### config.mk
export PLATFORM = sky130hd
export DESIGN_NAME = exp_arbiter
export DESIGN_NICKNAME = d
export VERILOG_FILES = /design/src/rtl/exp_arbiter.sv
export SDC_FILE = /design/constraint.sdc
export NUM_CORES = 1
export LEC_CHECK = 0
export BUFFER_PORTS_ARGS = -buffer_cell sky130_fd_sc_hd__buf_2
export CAP_MARGIN = 20
export CORE_UTILIZATION = 41
export CTS_BUF_LIST = sky130_fd_sc_hd__clkbuf_16
export CTS_CLUSTER_SIZE = 10
export DETAILED_ROUTE_END_ITERATION = 7
export GPL_TIMING_DRIVEN = 0
export PLACE_DENSITY_LB_ADDON = 0.08
export SLEW_MARGIN = 20
export SYNTH_ARGS = -nofsm -noshare
export SYNTH_HDL_FRONTEND = slang
export SYNTH_SLANG_ARGS = --single-unit
### constraint.sdc
create_clock -name clk -period 3.1 [get_ports clk]
set_clock_uncertainty 0.05 [all_clocks]
set_input_delay 0.31 -clock clk [delete_from_list [all_inputs] [get_ports clk]]
set_output_delay 0.31 -clock clk [all_outputs]
set_load 0.005 [all_outputs]
### src/rtl/exp_arbiter.sv
// Shares one exponential unit among NUM_REQ requesters: one accept/cycle, result EXP_LATENCY+1 cycles after accept, no response backpressure.
// Grant is round-robin by default; defining EXP_ARB_FIXED_PRIORITY_EN selects fixed priority (lowest index wins).
module exp_arbiter #(
  parameter int NUM_REQ        = 4,
  parameter int EXP_LATENCY    = 2,
  parameter int EXPONENT_WIDTH = 8,
  parameter int MANTISSA_WIDTH = 23,
  localparam int W             = 1 + EXPONENT_WIDTH + MANTISSA_WIDTH
) (
  input  logic                 clk,
  input  logic                 rst_n,
  input  logic [NUM_REQ-1:0]   req_valid,
  input  logic [NUM_REQ*W-1:0] req_data,
  output logic [NUM_REQ-1:0]   req_ready,
  output logic [W-1:0]         exp_in,
  input  logic [W-1:0]         exp_out,
  output logic [NUM_REQ-1:0]   rsp_valid,
  output logic [W-1:0]         rsp_data,
  output logic [3:0]           inflight_cnt
);

  localparam int IDW    = (NUM_REQ > 1) ? $clog2(NUM_REQ) : 1;
  localparam int STAGES = EXP_LATENCY + 1;

  logic           gnt_vld;
  logic [IDW-1:0] gnt_id;
  logic           accept;

  logic [W-1:0]   exp_in_q, exp_in_d;
  logic [W-1:0]   rsp_data_q, rsp_data_d;
  logic [3:0]     cnt_q, cnt_d;
  logic [STAGES-1:0] tag_vld_q;
  logic [IDW-1:0] tag_id_q [STAGES];

  logic           last_vld;
  logic [IDW-1:0] last_id;

`ifdef EXP_ARB_FIXED_PRIORITY_EN
  always_comb begin
    gnt_vld = 1'b0;
    gnt_id  = '0;
    for (int i = NUM_REQ - 1; i >= 0; i--) begin
      if (req_valid[i]) begin
        gnt_vld = 1'b1;
        gnt_id  = IDW'(i);
      end
    end
  end
`else
  logic [IDW-1:0] ptr_q, ptr_d;
  logic [IDW-1:0] rr_idx;

  // Descending scan so the last hit, i.e. the one nearest the pointer, wins.
  always_comb begin
    gnt_vld = 1'b0;
    gnt_id  = '0;
    rr_idx  = '0;
    for (int off = NUM_REQ - 1; off >= 0; off--) begin
      rr_idx = IDW'((int'(ptr_q) + off) % NUM_REQ);
      if (req_valid[rr_idx]) begin
        gnt_vld = 1'b1;
        gnt_id  = rr_idx;
      end
    end
  end

  always_comb begin
    ptr_d = ptr_q;
    if (accept) begin
      ptr_d = (gnt_id == IDW'(NUM_REQ - 1)) ? '0 : gnt_id + 1'b1;
    end
  end

  always_ff @(posedge clk or negedge rst_n) begin
    if (!rst_n) begin
      ptr_q <= '0;
    end else begin
      ptr_q <= ptr_d;
    end
  end
`endif

  assign req_ready = (gnt_vld && rst_n) ? (NUM_REQ'(1) << gnt_id) : '0;
  assign accept    = |(req_valid & req_ready);

  assign last_vld  = tag_vld_q[STAGES-1];
  assign last_id   = tag_id_q[STAGES-1];

  always_comb begin
    exp_in_d   = exp_in_q;
    rsp_data_d = rsp_data_q;
    cnt_d      = cnt_q;
    if (accept) begin
      exp_in_d = req_data[int'(gnt_id)*W +: W];
    end
    if (last_vld) begin
      rsp_data_d = exp_out;
    end
    case ({accept, last_vld})
      2'b10:   cnt_d = cnt_q + 4'd1;
      2'b01:   cnt_d = cnt_q - 4'd1;
      default: cnt_d = cnt_q;
    endcase
  end

  // Tag pipe runs in lockstep with the unit; exp_out lines up with the last stage.
  always_ff @(posedge clk or negedge rst_n) begin
    if (!rst_n) begin
      exp_in_q   <= '0;
      rsp_data_q <= '0;
      cnt_q      <= '0;
      tag_vld_q  <= '0;
      for (int s = 0; s < STAGES; s++) begin
        tag_id_q[s] <= '0;
      end
    end else begin
      exp_in_q    <= exp_in_d;
      rsp_data_q  <= rsp_data_d;
      cnt_q       <= cnt_d;
      tag_vld_q   <= {tag_vld_q[STAGES-2:0], accept};
      tag_id_q[0] <= gnt_id;
      for (int s = 1; s < STAGES; s++) begin
        tag_id_q[s] <= tag_id_q[s-1];
      end
    end
  end

  assign exp_in       = exp_in_q;
  assign rsp_valid    = last_vld ? (NUM_REQ'(1) << last_id) : '0;
  assign rsp_data     = last_vld ? exp_out : rsp_data_q;
  assign inflight_cnt = cnt_q;

endmodule

Yosys cells after proc, flatten, opt, wreduce, memory -nomap -nowiden
Index checks and enable logic that the tools add are counted.
{"block": "totals", "reg_bits": 79, "input_bits": 166, "out_inout_bits": 76, "elab_cells": 49}
{"block": "classes", "n_addsub": 6, "magnitude_cmp": 4, "eq_ne": 3, "n_shift": 3, "mux": 21, "bitwise": 1, "n_reduce_logical": 3}
{"cell": "$shiftx A128 B8 Y32", "n": 1}
{"cell": "$mux W32", "n": 1}
{"cell": "$lt A2 B3 Y1 const B", "n": 4}
{"cell": "$mux W2", "n": 5}
{"cell": "$bmux W1 S2", "n": 4}
{"cell": "$mux W1", "n": 8}
{"cell": "$mux W4", "n": 2}
{"cell": "$pmux W4 S2", "n": 1}
{"cell": "$shl A1 B2 Y4 const A", "n": 2}
{"cell": "$add A2 B1 Y2 const B", "n": 2}
{"cell": "$add A2 B2 Y2 const B", "n": 2}
{"cell": "$add A4 B1 Y4 const B", "n": 1}
{"cell": "$and A4 B4 Y4", "n": 1}
{"cell": "$eq A2 B2 Y1 const B", "n": 2}
{"cell": "$reduce_or A4 Y1", "n": 1}
{"cell": "$sub A4 B1 Y4 const B", "n": 1}
{"cell": "$eq A2 B1 Y1 const B", "n": 1}
{"cell": "$reduce_bool A2 Y1", "n": 1}
{"cell": "$logic_and A1 B1 Y1", "n": 1}

Longest topological paths before layout
{"block": "logic_depth", "word_depth": 13, "mapped_depth": 17}

Least setup slack after synthesis
OpenSTA, ideal clock, no wires.
{"block": "synth_timing", "kind": "input-to-reg", "startpoint": "in req_valid[0]", "endpoint": "reg cnt_q[3] (netlist: inflight_cnt[3])", "t_arrival_ns": 3.298, "setup_slack_ns": -0.374, "path_stages": 17, "path_buffers": 3, "path_cell_list": "nor2b_1 -> or4_1 -> buf_2 -> clkbuf_1 -> nand2_1 -> ha_1 -> nand2_1 -> a31oi_4 -> buf_6 -> inv_1 -> ha_1 -> ha_1 -> a21o_1 -> a21oi_1 -> xnor2_1 -> nor2_1 -> xor2_1"}
{"block": "synth_via", "elab_chain_cells": 12}
{"element": "start, declared", "line_no": "12", "text": "input logic [NUM_REQ-1:0] req_valid,"}
{"element": "$bmux W1 S2", "line_no": "60", "text": "if (req_valid[rr_idx]) begin"}
{"element": "$mux W1 (implied by the code)", "line_no": "60"}
{"element": "$mux W2 or $mux W1 (tied branches) (4 in a row)", "line_no": "60"}
{"element": "$shl A1 B2 Y4 or $logic_and A1 B1 Y1 (tied branches)", "line_no": "83", "text": "assign req_ready = (gnt_vld && rst_n) ? (NUM_REQ'(1) << gnt_id) : '0;"}
{"element": "$mux W4", "line_no": "83"}
{"element": "$and A4 B4 Y4 (*)", "line_no": "84", "text": "assign accept = |(req_valid & req_ready);"}
{"element": "$reduce_or A4 Y1 (*)", "line_no": "84"}
{"element": "net accept", "line_no": "27", "text": "logic accept;"}
{"element": "$eq A2 B1 Y1 or $eq A2 B2 Y1 (tied branches)", "line_no": "99", "text": "case ({accept, last_vld})"}
{"element": "$pmux W4 S2 or $reduce_bool A2 Y1 (tied branches)"}
{"element": "end signal, assigned", "line_no": "119", "text": "cnt_q <= cnt_d;"}
{"element": "end, declared", "line_no": "31", "text": "logic [3:0] cnt_q, cnt_d;"}
Mark *: on every way through the listed nets, which the timed path passes. The rest lies on a longest branch. The select of a mux whose other input is x is not followed.
A chain may end at the register's enable or synchronous reset.

Final worst setup path
{"block": "layout_timing", "startpoint": "reg ptr_q[1]", "endpoint": "reg cnt_q[3] (netlist: inflight_cnt[3])"}
{"block": "layout_via", "elab_chain_cells": 13}
{"element": "start, declared", "line_no": "50", "text": "logic [IDW-1:0] ptr_q, ptr_d;"}
{"element": "start signal, assigned", "line_no": "78", "text": "ptr_q <= ptr_d;"}
{"element": "$add A2 B2 Y2", "line_no": "59", "text": "rr_idx = IDW'((int'(ptr_q) + off) % NUM_REQ);"}
{"element": "$bmux W1 S2", "line_no": "60"}
{"element": "$mux W1 (implied by the code)", "line_no": "60"}
{"element": "$mux W2 or $mux W1 (tied branches) (4 in a row)", "line_no": "60"}
{"element": "$shl A1 B2 Y4 or $logic_and A1 B1 Y1 (tied branches)", "line_no": "83"}
{"element": "$mux W4 (*)", "line_no": "83"}
{"element": "$and A4 B4 Y4 (*)", "line_no": "84"}
{"element": "$reduce_or A4 Y1 (*)", "line_no": "84"}
{"element": "net accept", "line_no": "27"}
{"element": "$eq A2 B1 Y1 or $eq A2 B2 Y1 (tied branches)", "line_no": "99"}
{"element": "$pmux W4 S2 or $reduce_bool A2 Y1 (tied branches)"}
Marked as above.

==> metrics <==
Std-Cell Core Area=0.01032 mm2; P&R area growth vs syn=41.45%; vias in the first global route=3961; 1st-iter DRT viols=140; WL final=roughly 12000 um; Switching Share=0.3648; IO Count=242; Peak VDD IR=0.3369 mV; max-slew violations=0; Main synth FF type=dfrtp_1; post-DP HPWL=9443 um; Pint=3.309 mW; Setup crit end kind=register; CTS root buf=clkbuf_16; Synth area leader=dfrtp_1; post-synthesis sequential area ratio=0.4542; met3 Usage GRT=0.05802; Setup WS pre-CTS=-467.5 ps; Mapped Nets=560; mean post-synth cell area=11.19 um2; # Max-Cap Violations=0; Antenna Nets Post-Route=0; number of detailed-route iterations in the first pass=4; Critical Path Start Type=register; fraction of layout cells with a size suffix above 1=0.5331; gpl congestion=slightly below 0.8; Synth area leaders=dfrtp_1 (45%), o221ai_2 (9.7%), mux2_2 (8.8%); Skew-Pair Late Insertion Delay=330 ps; Worst EP arrival=3170 ps; Post-synth EDFFs=0; CTS clk-pin slew, worst paths=60 ps; Via density=5.059; Clock power frac=0.197; area of the mapped netlist=0.004353 mm2; NetSw=1.900 mW; Post-Synthesis Cells=slightly below 400; Initial Util=0.4216; Clock Path Buffers=2; IO Port Bufs=~240; Sequential Power Share=0.316; min Tclk post-route=3015 ps; Die W=105.0 um; Yosys cell types=35; Layout Utilization=0.5964; Worst EP required=3260 ps; Seq cells post-synth=79; status=finished, final reports clean; power per cell area=846.0 mW/mm2; Hold Path Class=input pin to register; Avg WL per Cell=15.47 um; Synth Warn #=0; met2 Use GR=0.3964; initial antenna violation count=1; global-route wire length before repair=19220 um; Final Hold Vio Count=0; GR Overflow Total=0; combinational cell fraction of total power=0.486; Die Height=around 110 um; Worst Path Max Fanout=10; Crit Path Class=register to register; fmax=around 0.33 GHz; GRT Util Overall=0.2257; final setup fails=0; Slew headroom=0.3702; met1 Track Usage GR=0.2694; ys async rst share=1.000; Nets=around 800; global route hottest layer=met2; TritonCTS clock tree=done; P_leak=3.063 nW; Final Worst Setup Slack=85.03 ps; largest net degree at the start of global routing=47; H-tree depth=3; Slew @ Worst Pin=936.0 ps; Die ar.=0.01103 mm2; CTS buffer count=9; # clock sinks=79; # rows=37; Period Utilization, post-route=0.9726; Synth top area share=0.4542; via count=3976; Remaining DRCs=0
## metrics by stage
step / power [mW] / area [um2] / hold WS (ps) / TNS [ps] / std cells
final: 5.209 / 6157 / 175.3 / 0 / 786
after global routing: 5.599 / 6157 / 165.7 / -1.613 / 786
after CTS: 5.282 / 6152 / 162.6 / 0 / 785
after detailed placement: 4.218 / 5832 / 260.1 / -862.8 / 767
after global placement: 4.142 / 5802 / 281.4 / -12110 / 766
after floorplan: 3.303 / 4425 / -35.59 / -15.26 / 389
## cell families (layout without fill, tap and decap cells)
logic type,count (synthesis),after routing,synth area share
other,0,1,0
flip-flops,79,79,0.4542
XOR/XNOR,4,4,0.008050
AO/OA/AOI/OAI,110,110,0.2248
buffers and inverters,69,329,0.07100
AND/OR/NAND/NOR,56,56,0.06439
adder cells (fa/ha/maj),5,5,0.01610
multiplexers,66,66,0.1615
## cells in the mapped netlist, types with 2 or more instances
master,instances
a211oi_1,2
a21o_1,33
a21oi_1,2
buf_2,4
buf_4,4
buf_6,4
clkbuf_1,18
dfrtp_1,79
ha_1,4
inv_1,38
mux2_2,34
mux2i_1,32
nand2_1,6
nand3_1,32
nor2_1,8
nor2b_1,3
nor4_1,2
o21ai_0,35
o221ai_1,4
o221ai_2,28
xnor2_1,2
xor2_1,2
## power groups by stage
stage	Clock (mW)	Sequential [mW]	Combinational [mW]
floorplan	0	1.66	1.64
global placement	0	1.65	2.49
detailed placement	0	1.67	2.55
CTS	1.05	1.65	2.58
global route	1.11	1.70	2.79
finish	1.03	1.65	2.53
## sequential cells by signal (all words and copies together) (netlist names)
name / flops
rsp_data_q: 32
inflight_cnt: 4
last_id: 2
tag_vld_q: 3
exp_in: 32
ptr_q: 2
tag_id_q: 4
## repair_timing
item                                    4_1_cts  5_1_grt
endpoints found under the hold margin        33        0
resized for setup                             1        2
hold buffers                                  1        0
pin swaps                                     1        2
endpoints found under the setup margin        3        1
buffers inserted                              3        1
## layout by cell type (no fill, tap or decap), types with 2 or more instances in the layout
| master | instances |
|---|---|
| a211oi_1 | 2 |
| a21o_1 | 33 |
| buf_2 | 242 |
| buf_4 | 9 |
| buf_6 | 3 |
| clkbuf_1 | 16 |
| clkbuf_16 | 9 |
| clkinvlp_4 | 2 |
| dfrtp_1 | 79 |
| ha_4 | 3 |
| inv_1 | 37 |
| mux2_2 | 34 |
| mux2i_1 | 32 |
| nand2_1 | 4 |
| nand2_4 | 2 |
| nand3_1 | 32 |
| nor2_1 | 8 |
| nor2b_1 | 3 |
| nor4_1 | 2 |
| o21ai_0 | 35 |
| o221ai_1 | 4 |
| o221ai_2 | 28 |
| xnor2_1 | 2 |
| xor2_1 | 2 |
## routing by layer
metal,wire length (um),share of wire,vias to the layer above
met5,0,0,-
met4,159,0.013,0
met3,715,0.059,13
met2,6218,0.51,135
met1,5069,0.42,1892
li1,-,-,1936
## layout make-up
type	count	area (um2)
sequential	79	1977
buffer	29	173.9
fill	932	4167
multi-input combinational	241	2127
inverter	38	142.6
tap	136	170.2
timing repair buffer	247	1276
clock buffer	9	225.2
antenna	1	2.502
clock inverter	6	62.56
## final timing paths
kind | startpoint | to | slack [ps] | cells past startpoint
max | ptr_q[1] | inflight_cnt[3] | 90 | 15
min | exp_out[26] | rsp_data_q[26] | 180 | 2
max reg2reg | ptr_q[1] | inflight_cnt[3] | 90 | 15
min reg2reg | tag_vld_q[1] | tag_vld_q[2] | 300 | 0
max in group asynchronous | rst_n | rsp_data_q[5] | 1990 | 3
min in group asynchronous | rst_n | rsp_data_q[29] | 430 | 2
## worst max-delay path, cell delays in order, from the launching register on
cell and delay [ps]:
dfrtp_1 380, or4_4 620, clkbuf_8 210, nand2_4 70, ha_4 150, nand2_4 50, a31oi_4 180, buf_8 120
inv_2 30, ha_4 160, ha_4 200, a21o_1 160, a21oi_2 130, xnor2_1 150, nor2_1 80, xor2_1 140
No activity file was read; power rests on OpenSTA's default activity.
